**src/rtl/mac_result_serializer_pkg.sv**
```systemverilog
// mac_result_serializer_pkg: shared MAC FSM states and default accumulator width
package mac_result_serializer_pkg;
   localparam int MAC_RES_W = 20;
   typedef enum logic [1:0] {IDLE, SHIFT, DONE} state_t;
endpackage

```
**src/rtl/mac_result_serializer.sv**
```systemverilog
// mac_result_serializer: shifts a captured {carry, result} MAC frame out one bit per ready handshake
module mac_result_serializer
   import mac_result_serializer_pkg::*;
#(
   parameter int RES_W     = MAC_RES_W,
   parameter bit MSB_FIRST = 1'b1
) (
   input  logic             clock,
   input  logic             reset_n,
   input  logic             finish,
   input  logic [RES_W-1:0] mac_res,
   input  logic             mac_carry,
   input  logic             ser_ready,
   output logic             ser_out,
   output logic             ser_valid,
   output logic             ser_last,
   output logic             busy,
   output logic             done,
   output logic             overrun
);
   localparam int CW = $clog2(RES_W + 1);
   state_t state, state_nx;
   logic [RES_W:0] sreg;
   logic [CW-1:0] cnt;
   logic finish_q, armed, rise, xfer;
   // armed blocks a capture from a finish level already high when reset releases
   assign rise = finish & ~finish_q & armed;
   assign xfer = ser_valid & ser_ready;
   always_ff @(posedge clock or negedge reset_n)
      if (!reset_n) state <= IDLE;
      else state <= state_nx;
   always_comb begin
      state_nx = state;
      case (state)
         IDLE:    state_nx = rise ? SHIFT : IDLE;
         SHIFT:   state_nx = (xfer && cnt == '0) ? DONE : SHIFT;
         default: state_nx = IDLE;
      endcase
   end
   always_comb begin
      ser_valid = state == SHIFT;
      ser_last  = ser_valid && cnt == '0;
      ser_out   = ser_valid & (MSB_FIRST ? sreg[RES_W] : sreg[0]);
      busy      = state != IDLE;
      done      = state == DONE;
   end
   always_ff @(posedge clock or negedge reset_n)
      if (!reset_n) begin
         sreg     <= '0;
         cnt      <= '0;
         finish_q <= 1'b0;
         armed    <= 1'b0;
         overrun  <= 1'b0;
      end else begin
         finish_q <= finish;
         if (!finish) armed <= 1'b1;
         if (rise && state != IDLE) overrun <= 1'b1;
         if (state == IDLE && rise) begin
            // carry sits where the first shifted bit is taken from
            sreg <= MSB_FIRST ? {mac_carry, mac_res} : {mac_res, mac_carry};
            cnt  <= CW'(RES_W);
         end else if (xfer && cnt != '0) begin
            sreg <= MSB_FIRST ? sreg << 1 : sreg >> 1;
            cnt  <= cnt - 1'b1;
         end
      end
endmodule

```
**config.mk**
```make
export PLATFORM = sky130hd
export DESIGN_NAME = mac_result_serializer
export DESIGN_NICKNAME = d
export VERILOG_FILES = /design/src/rtl/mac_result_serializer_pkg.sv /design/src/rtl/mac_result_serializer.sv
export SDC_FILE = /design/constraint.sdc
export NUM_CORES = 1
export LEC_CHECK = 0
export ABC_AREA = 1
export CAP_MARGIN = 20
export CORE_AREA = 2 2 71 53
export CTS_BUF_LIST = sky130_fd_sc_hd__clkbuf_4 sky130_fd_sc_hd__clkbuf_8 sky130_fd_sc_hd__clkbuf_16
export CTS_CLUSTER_DIAMETER = 40
export DETAILED_ROUTE_END_ITERATION = 12
export DIE_AREA = 0 0 73 55
export GPL_TIMING_DRIVEN = 0
export HOLD_SLACK_MARGIN = 0.12
export PLACE_DENSITY = 0.76
export SYNTH_ARGS = -nofsm -noshare
export SYNTH_HDL_FRONTEND = slang
export SYNTH_SLANG_ARGS = --single-unit
```
**constraint.sdc**
```tcl
create_clock -name clock -period 1.4 [get_ports clock]
set_input_delay 0.14 -clock clock [delete_from_list [all_inputs] [get_ports clock]]
set_output_delay 0.14 -clock clock [all_outputs]
set_load 0.05 [all_outputs]
```
# Word-level counts from Yosys, hierarchy flattened
# Index checks and enable logic that the tools add are counted.
word_totals:
  ff_bits: 31
  inputBits: 25
  output_inout_bits: 6
classes:
  n_reduce_logical: 10
  bitwise_logic: 5
  n_eq_ne: 2
  addsub: 1
  n_mux: 7
ops:
  columns: ["cell", "count"]
  rows:
  - ["two-way mux 21 bit", 2]
  - ["two-way mux 5 bit", 2]
  - ["logical AND 1 bit", 5]
  - ["logical NOT 5 bit", 1]
  - ["nonzero test 5 bit", 1]
  - ["subtractor 5 x 1 -> 5 bit (second input constant)", 1]
  - ["bitwise AND 1 bit", 4]
  - ["one-hot mux 2 bit (2 select lines)", 1]
  - ["nonzero test 2 bit", 2]
  - ["== test 2 x 1 -> 1 bit (second input constant)", 1]
  - ["== test 2 bit (second input constant)", 1]
  - ["logical NOT 2 bit", 1]
  - ["two-way mux 2 bit", 1]
  - ["two-way mux 1 bit", 1]
  - ["NOT 1 bit", 1]

# Logic depth before layout (Yosys ltp)
# Gate-level depths: netlist of the first run.
depth:
  word_depth: 5
  ltp_mapped: 8
  depth_no_buf: 7

# Worst setup path before layout of the first run
# Ideal clock, no wire load.
synth_timing:
  path_kind: "register -> output"
  from: "register cnt[0]"
  to: "output ser_last"
  arrival_ns: 1.432
  stages_incl_launch_ff: 5
  slack_ns: -0.172
  n_path_buf: 0
  cell_sequence: "dfrtp_1 inv_1 ha_1 nand3_2 nor2_1"
synth_via:
  elab_chain_len: 2
synth_lines:
  columns: ["element", "line_no", "text"]
  rows:
  - ["start, declared", "mac_result_serializer.sv:24", "logic [CW-1:0] cnt;"]
  - ["start signal, assigned", "mac_result_serializer.sv:61", "cnt <= CW'(RES_W);"]
  - ["start signal, assigned", "mac_result_serializer.sv:64", "cnt <= cnt - 1'b1;"]
  - ["logical NOT 5 bit", "mac_result_serializer.sv:42", "ser_last = ser_valid && cnt == '0;"]
  - ["logical AND 1 bit", "mac_result_serializer.sv:42", null]
  - ["end, declared", "mac_result_serializer.sv:16", "output logic ser_last,"]
# No other way between the ends.

# Final worst setup path of the first run
# Ends and elaborated chain as after synthesis.

==> results of run 1 <==
==> metrics by stage <==
stage	utilization (%)	TNS, ns	setup WS [ns]	power, W	cell area (um2)
floorplan	-	0	0.04982	0.002807	1620
global placement	58.72	-17.53	-0.4576	0.003221	1971
detailed placement	58.58	-5.342	-0.4606	0.003265	1966
CTS	62.60	-0.01790	-0.01790	0.004067	2101
global route	63.87	-0.3128	-0.05112	0.004517	2143
finish	63.87	-0.008386	-0.008386	0.004162	2143
==> path summary, 6_finish.rpt <==
| path | from | end | cells after the start |
|---|---|---|---|
| setup / recovery | cnt[0] | ser_last | 5 |
| hold / removal | finish | finish_q | 1 |
| setup reg to reg | cnt[0] | sreg[3] | 8 |
| hold reg to reg | cnt[4] | state[1] | 1 |
| max in group asynchronous | reset_n | sreg[16] | 2 |
| min in group asynchronous | reset_n | state[1] | 2 |
==> layout make-up <==
type	count	area, um2
clock inverters	1	5.005
plain buffers	11	80.08
repair buffers	37	345.3
clock buffers	7	83.83
well taps	40	50.05
flip-flops and latches	31	775.7
fillers	310	1212
inverters	12	45.04
multi-input cells	166	758.2
==> cell usage in the layout, fill, tap and decap left out, types with 3 or more instances in the layout <==
master / instances
sky130_fd_sc_hd__buf_4: 12
sky130_fd_sc_hd__buf_2: 6
sky130_fd_sc_hd__nor2_2: 3
sky130_fd_sc_hd__inv_1: 9
sky130_fd_sc_hd__dfrtp_1: 31
sky130_fd_sc_hd__inv_2: 3
sky130_fd_sc_hd__clkdlybuf4s50_1: 23
sky130_fd_sc_hd__nor2_1: 4
sky130_fd_sc_hd__nor2_4: 3
sky130_fd_sc_hd__nand2_1: 114
sky130_fd_sc_hd__clkbuf_4: 3
sky130_fd_sc_hd__nand3_1: 28
sky130_fd_sc_hd__o21ai_0: 4
sky130_fd_sc_hd__clkbuf_8: 5
==> routing by layer <==
layer / wire [um] / track usage, % / up-vias
met4: 57 / 6.790 / 0
met5: 0 / 0 / -
met2: 1479 / 28.83 / 42
li1: - / - / 774
met1: 1788 / 28.01 / 640
met3: 196 / 4.891 / 8
==> state kept, by name, indices dropped and copies added, names as in the netlist <==
name      flops
overrun       1
sreg         21
finish_q      1
cnt           5
armed         1
state         2
==> timing repair <==
action                                  4_1_cts  5_1_grt
hold buffers                                  1        0
buffers inserted                              3        3
pin swaps                                     2        2
endpoints found under the setup margin       26       24
gates resized for setup                      32        8
hold endpoints to repair                     31        0
==> power groups by stage <==
stage          sequential, W  combinational (W)  clock, W
3_5_place_dp         0.00151            0.00175         0
5_1_grt              0.00156            0.00219  0.000758
3_3_place_gp         0.00150            0.00172         0
4_1_cts              0.00151            0.00184  0.000717
2_1_floorplan        0.00147            0.00134         0
6_report             0.00153            0.00194  0.000698
==> cell families after synthesis <==
group / count (synthesis) / synth area share [%]
buffers and inverters: 23 / 7.502
AO/OA/AOI/OAI: 5 / 1.702
flip-flops: 31 / 47.95
AND/OR/NAND/NOR: 160 / 42.07
adder cells (fa/ha/maj): 1 / 0.7733
==> critical path: stages, from the launching register on <==
cell and delay (ns):
sky130_fd_sc_hd__dfrtp_1 0.38, sky130_fd_sc_hd__inv_2 0.10, sky130_fd_sc_hd__ha_4 0.16, sky130_fd_sc_hd__nand3_4 0.10, sky130_fd_sc_hd__nor2_4 0.11, sky130_fd_sc_hd__buf_8 0.15
==> load_flow_metrics.sql, run 1 <==
INSERT INTO impl_metrics (metric_group, metric, value, unit) VALUES
('routing', 'drt_wl_total', '3522', 'um'),
('timing', 'rsz0062_at_grt', 'yes', ''),
('timing', 'max_slew_violation_count', '0', ''),
('synthesis', 'postSynth.topFlopCell', 'sky130_fd_sc_hd__dfrtp_1', ''),
('power_and_ir_drop', 'p_leak', '1.144', 'nW'),
('clocking', 'cts_root_buffer', 'sky130_fd_sc_hd__clkbuf_8', ''),
('power_and_ir_drop', 'power_per_cell_area', '1942', 'nW/um2'),
('routing', 'vias', '1464', ''),
('finish', 'final_nets', '290', ''),
('global_routing', 'first_global_vias', '1254', ''),
('placement', 'buffers_on_ports', '30', ''),
('clocking', 'clock_sinks', '31', ''),
('routing', 'drt-initial-drc-count', '128', ''),
('synthesis', 'netlist.top_cell.by_area', 'sky130_fd_sc_hd__dfrtp_1', ''),
('synthesis', 'post-synth-top-count-cell', 'sky130_fd_sc_hd__nand2_1', ''),
('worst_setup_path', 'cp.arrival', '1.27', 'ns'),
('worst_setup_path', 'crit_type', 'reg -> out', ''),
('die', 'rows', '18', ''),
('power_and_ir_drop', 'sequentialPowerShare', '36.6', '%'),
('synthesis', 'netlist_area', '1618', 'um2'),
('clocking', 'tritoncts', 'yes', ''),
('synthesis', 'synth_sequential_area_ratio', '47.95', '%'),
('global_routing', 'track_usage', '19.52', '%'),
('placement', 'post-place-cells', '290', ''),
('finish', 'post_route_cells_drive_above_1_share', '17.74', '%'),
('clocking', 'cts_buffers', '5', ''),
('job', 'timing.max_cap.violations', '0', ''),
('timing', 'clock_skew', '0.005401', 'ns'),
('timing', 'final.period_utilization', '100.6', '%'),
('timing', 'finalCriticalPeriod', '1.408', 'ns'),
('synthesis', 'area_share_of_the_leading_cell_type_in_the_synthesized_netlist', '47.95', '%'),
('global_routing', 'maximum_number_of_pins_on_one_net_before_global_route_repair', '32', ''),
('die', 'die_height', '55', 'um'),
('worst_setup_path', 'startpoint_type', 'register', ''),
('worst_setup_path', 'setup.worst_path.end_class', 'output port', ''),
('finish', 'n_antenna_cell', '0', ''),
('placement', 'dp.final_hpwl', '2338', 'um'),
('finish', 'syn2layout_area_growth', '32.48', '%'),
('timing', 'setup-violations-final', '1', ''),
('run_status', 'status', 'finished, violations left', ''),
('timing', 'fin_ws', '-0.008386', 'ns'),
('global_routing', 'grt_pass1_wl', '5754', 'um'),
('power_and_ir_drop', 'power_switching', '0.001694', 'W'),
('clocking', 'clock_insertion_delay_worst_skew', '0.28', 'ns'),
('global_routing', 'global_route.overflow_total', '0', ''),
('timing', 'hold_ws', '0.3994', 'ns'),
('synthesis', 'async_flop_share', '100.0', '%'),
('finish', 'finalNonFillerCells', '305', ''),
('power_and_ir_drop', 'power.switching_fraction', '40.70', '%'),
('clocking', 'cts_clock_pin_slew_for_the_worst_setup_and_hold_paths', '0.06', 'ns'),
('synthesis', 'yosys_warnings', '0', ''),
('routing', 'drt_drc', '0', ''),
('die', 'io_pins', '31', ''),
('routing', 'viasPerCell', '4.800', ''),
('synthesis', 'synth_enable_flop_cells', '0', ''),
('clocking', 'clock_tree.htree_level_count', '2', ''),
('synthesis', 'synth_cell_types', '20', ''),
('timing', 'timing.max_slew.rel_slack', '52.77', '%'),
('run_status', 'failed_checks', 'setup timing', ''),
('power_and_ir_drop', 'clockPowerShare', '16.8', '%'),
('worst_setup_path', 'cp_max_fo', '4', ''),
('synthesis', 'number_of_storage_elements_in_the_synthesis_netlist', '31', ''),
('routing', 'detail-route-antenna-nets', '0', ''),
('timing', 'fmax', '710.0', 'MHz'),
('synthesis', 'post_synth_most_frequent_cells', '114 x sky130_fd_sc_hd__nand2_1, 31 x sky130_fd_sc_hd__dfrtp_1, 28 x sky130_fd_sc_hd__nand3_1', ''),
('timing', 'tightestPinTransition', '0.7085', 'ns'),
('synthesis', 'avgSynthCellArea', '7.354', 'um2'),
('placement', 'place.gp.congestion', '0.7850', ''),
('hold_path', 'holdCritPathClass', 'in -> reg', ''),
('global_routing', 'initial_antenna_violation_count', '0', ''),
('worst_setup_path', 'reg2reg_slack', '0.05', 'ns');
(Power assumes the default switching activity.)
==> inputs of run 2 (changes only) <==
--- a/config.mk
+++ b/config.mk
@@ -12,7 +12,6 @@
 export CTS_CLUSTER_DIAMETER = 40
 export DETAILED_ROUTE_END_ITERATION = 12
 export DIE_AREA = 0 0 73 55
-export GPL_TIMING_DRIVEN = 0
 export HOLD_SLACK_MARGIN = 0.12
 export PLACE_DENSITY = 0.76
 export SYNTH_ARGS = -nofsm -noshare
==> run 2 against run 1 <==
Effect of this change:
- utilization increased by 5.7 points
- highest routed layer unchanged
- wire length rose by 7.6%
- the flow still finishes with violations (setup timing)
- largest power group unchanged
- combinational power increased by 19%
==> load_flow_metrics.sql, run 2 (synthesis results as in run 1) <==
INSERT INTO impl_metrics (metric_group, metric, value, unit) VALUES
('run_status', 'status', 'finished, violations left', ''),
('run_status', 'failed_checks', 'setup timing', ''),
('finish', 'fin_area', '2336', 'um2'),
('finish', 'most_common_library_cell_in_the_layout_ignoring_fill_and_taps', 'sky130_fd_sc_hd__nand2_1', ''),
('timing', 'clock_skew', '0.003822', 'ns'),
('placement', 'place_area', '2049', 'um2'),
('finish', 'largest_reg_flops', '21', ''),
('routing', 'drt-initial-drc-count', '57', ''),
('routing', 'post_drt_wl_per_cell', '12.43', 'um'),
('die', 'rows', '18', ''),
('clocking', 'clock_tree.htree_level_count', '2', ''),
('worst_setup_path', 'startpoint_type', 'register', ''),
('timing', 'max_slew_violation_count', '0', ''),
('die', 'io_pins', '31', ''),
('worst_setup_path', 'critical_path.top_delay_family', 'flip-flops', ''),
('job', 'timing.max_cap.violations', '0', ''),
('power_and_ir_drop', 'power.switching_fraction', '39.93', '%'),
('finish', 'final_nets', '290', ''),
('worst_setup_path', 'critical_path.startpoint', 'cnt[0]', ''),
('finish', 'most_frequent_cells_in_the_layout', '110 x sky130_fd_sc_hd__nand2_1, 31 x sky130_fd_sc_hd__dfrtp_1, 28 x sky130_fd_sc_hd__nand3_1, 24 x sky130_fd_sc_hd__clkdlybuf4s50_1, 14 x sky130_fd_sc_hd__buf_4', ''),
('routing', 'drt_wl_total', '3790', 'um'),
('clocking', 'cts_root_buffer', 'sky130_fd_sc_hd__clkbuf_8', ''),
('worst_setup_path', 'setup.worst_path.end_class', 'output port', ''),
('placement', 'buffers_on_ports', '30', ''),
('worst_setup_path', 'crit_type', 'reg -> out', ''),
('timing', 'final.period_utilization', '100.2', '%'),
('finish', 'post_route_cells_drive_above_1_share', '20.00', '%'),
('worst_setup_path', 'r2r-start', 'cnt[0]', ''),
('timing', 'hold_viol_final', '0', ''),
('finish', 'reg_top3', 'sreg x21, cnt x5, state x2', ''),
('global_routing', 'track_usage', '18.97', '%'),
('worst_setup_path', 'critical_path_buf_inv_count', '2', ''),
('timing', 'tightestPinTransition', '0.3957', 'ns'),
('global_routing', 'global_route.overflow_total', '0', ''),
('timing', 'rsz0062_at_grt', 'yes', ''),
('worst_setup_path', 'ff2ff_path_depth', '9', ''),
('power_and_ir_drop', 'intPower', '0.002865', 'W'),
('power_and_ir_drop', 'clockPowerShare', '19.4', '%'),
('die', 'floorplan.die_area', '4015', 'um2'),
('timing', 'hold_ws', '0.2418', 'ns'),
('global_routing', 'grt_pass1_wl', '5582', 'um'),
('worst_setup_path', 'cp_num_cells', '5', ''),
('finish', 'syn2layout_area_growth', '44.39', '%'),
('timing', 'fmax', '712.6', 'MHz'),
('global_routing', 'maximum_number_of_pins_on_one_net_before_global_route_repair', '32', ''),
('finish', 'regMostFlops', 'sreg', ''),
('clocking', 'clock_insertion_delay_worst_skew', '0.29', 'ns'),
('timing', 'finalCriticalPeriod', '1.403', 'ns'),
('power_and_ir_drop', 'power_switching', '0.001904', 'W'),
('power_and_ir_drop', 'ir_worst_vdd', '0.0009885', 'V'),
('clocking', 'clock_sinks', '31', ''),
('global_routing', 'initial_antenna_violation_count', '0', ''),
('clocking', 'hold_buffers', '0', ''),
('timing', 'timing.max_slew.rel_slack', '73.62', '%'),
('power_and_ir_drop', 'sequentialPowerShare', '32.4', '%'),
('routing', 'detail-route-antenna-nets', '0', ''),
('global_routing', 'first_global_vias', '1258', ''),
('hold_path', 'holdCritPathClass', 'in -> async', ''),
('worst_setup_path', 'cp_max_fo', '3', ''),
('routing', 'drt_drc', '0', ''),
('placement', 'place.gp.congestion', '0.7159', ''),
('power_and_ir_drop', 'p_leak', '1.223', 'nW'),
('worst_setup_path', 'cp.required', '1.26', 'ns'),
('routing', 'viasPerCell', '4.980', ''),
('worst_setup_path', 'cp_slowest_cell', 'sky130_fd_sc_hd__dfrtp_1', ''),
('finish', 'num-fill-cells', '257', ''),
('power_and_ir_drop', 'fin_total_pwr', '0.004769', 'W'),
('clocking', 'tritoncts', 'yes', ''),
('timing', 'setup-violations-final', '1', ''),
('finish', 'n_antenna_cell', '0', ''),
('die', 'die_height', '55', 'um'),
('timing', 'fin_ws', '-0.003294', 'ns'),
('worst_setup_path', 'cp.arrival', '1.26', 'ns'),
('routing', 'drt-pass1-iter-count', '4', ''),
('die', 'coreArea', '3356', 'um2'),
('die', 'die_w', '73', 'um'),
('placement', 'dp.final_hpwl', '2136', 'um'),
('clocking', 'clock_tree.buffer_depth', '2', ''),
('clocking', 'cts_buffers', '5', ''),
('power_and_ir_drop', 'power.combinational.fraction', '48.3', '%'),
('power_and_ir_drop', 'power_per_cell_area', '2042', 'nW/um2'),
('worst_setup_path', 'cells_along_the_critical_path', 'inv_2 -> ha_4 -> nand3_4 -> nor2_4 -> buf_12', ''),
('die', 'initial_utilization', '48.21', '%'),
('routing', 'vias', '1519', ''),
('clocking', 'cts_clock_pin_slew_for_the_worst_setup_and_hold_paths', '0.07', 'ns'),
('worst_setup_path', 'slowest_delay', '0.40', 'ns');
-- run 2: cell types whose count changed in the layout (fill, tap and decap cells not counted), moves of 3 or more --
cell / previous run / this run
sky130_fd_sc_hd__buf_12: 0 / 7
sky130_fd_sc_hd__buf_2: 6 / 0
sky130_fd_sc_hd__nor2_2: 3 / 0
sky130_fd_sc_hd__clkbuf_4: 3 / 0
sky130_fd_sc_hd__nor2_4: 3 / 6
sky130_fd_sc_hd__nand2_1: 114 / 110
-- run 2: metal layers --
layer	GRT usage [%]	up-vias	routed length, um
met1	24.94	693	1717
met3	4.348	11	178
li1	-	771	-
met2	29.73	44	1805
met4	9.877	0	89
met5	0	-	0
-- run 2: area by class of cell --
type / instances / area (um2) / area share [%]
multi-input combinational: 167 / 822.0 / 35.19
sequential: 31 / 775.7 / 33.21
timing repair buffer: 47 / 525.5 / 22.50
clock buffer: 6 / 82.58 / 3.535
tap: 40 / 50.05 / 2.142
inverter: 12 / 45.04 / 1.928
clock inverter: 2 / 35.03 / 1.500
-- run 2: per-stage QoR --
stage                     util [%]  setup slack, ns  setup TNS (ns)  std cells
final                        69.61        -0.003294       -0.003294        305
after detailed placement     61.07         -0.07979          -1.298        290
after global placement       61.07         -0.05850          -1.008        290
after CTS                    66.52         -0.01367        -0.01367        303
after global routing         69.61         -0.07105         -0.5971        305
after floorplan                  -          0.04982               0        220
-- run 2: path summary, 6_finish.rpt --
kind                       slack [ns]  endpoint
min reg2reg                      0.48   overrun
max                            -0.003  ser_last
min in group clock               0.44   sreg[0]
max in group asynchronous        0.87    cnt[1]
min                              0.24  sreg[20]
max reg2reg                    -0.003    cnt[0]
-- run 2: timing repair --
item	in CTS	in global routing
resized for setup	7	17
gates cloned	0	2
setup endpoints to repair	1	26
pin swaps	4	2
buffers inserted	5	0
-- run 2: power groups by stage --
stage | sequential (W) | combinational (W) | clock, W
6_report | 0.00154 | 0.00230 | 0.000924
5_1_grt | 0.00159 | 0.00255 | 0.000979
4_1_cts | 0.00151 | 0.00204 | 0.000938
3_5_place_dp | 0.00151 | 0.00185 | 0
3_3_place_gp | 0.00151 | 0.00182 | 0
2_1_floorplan | 0.00147 | 0.00134 | 0
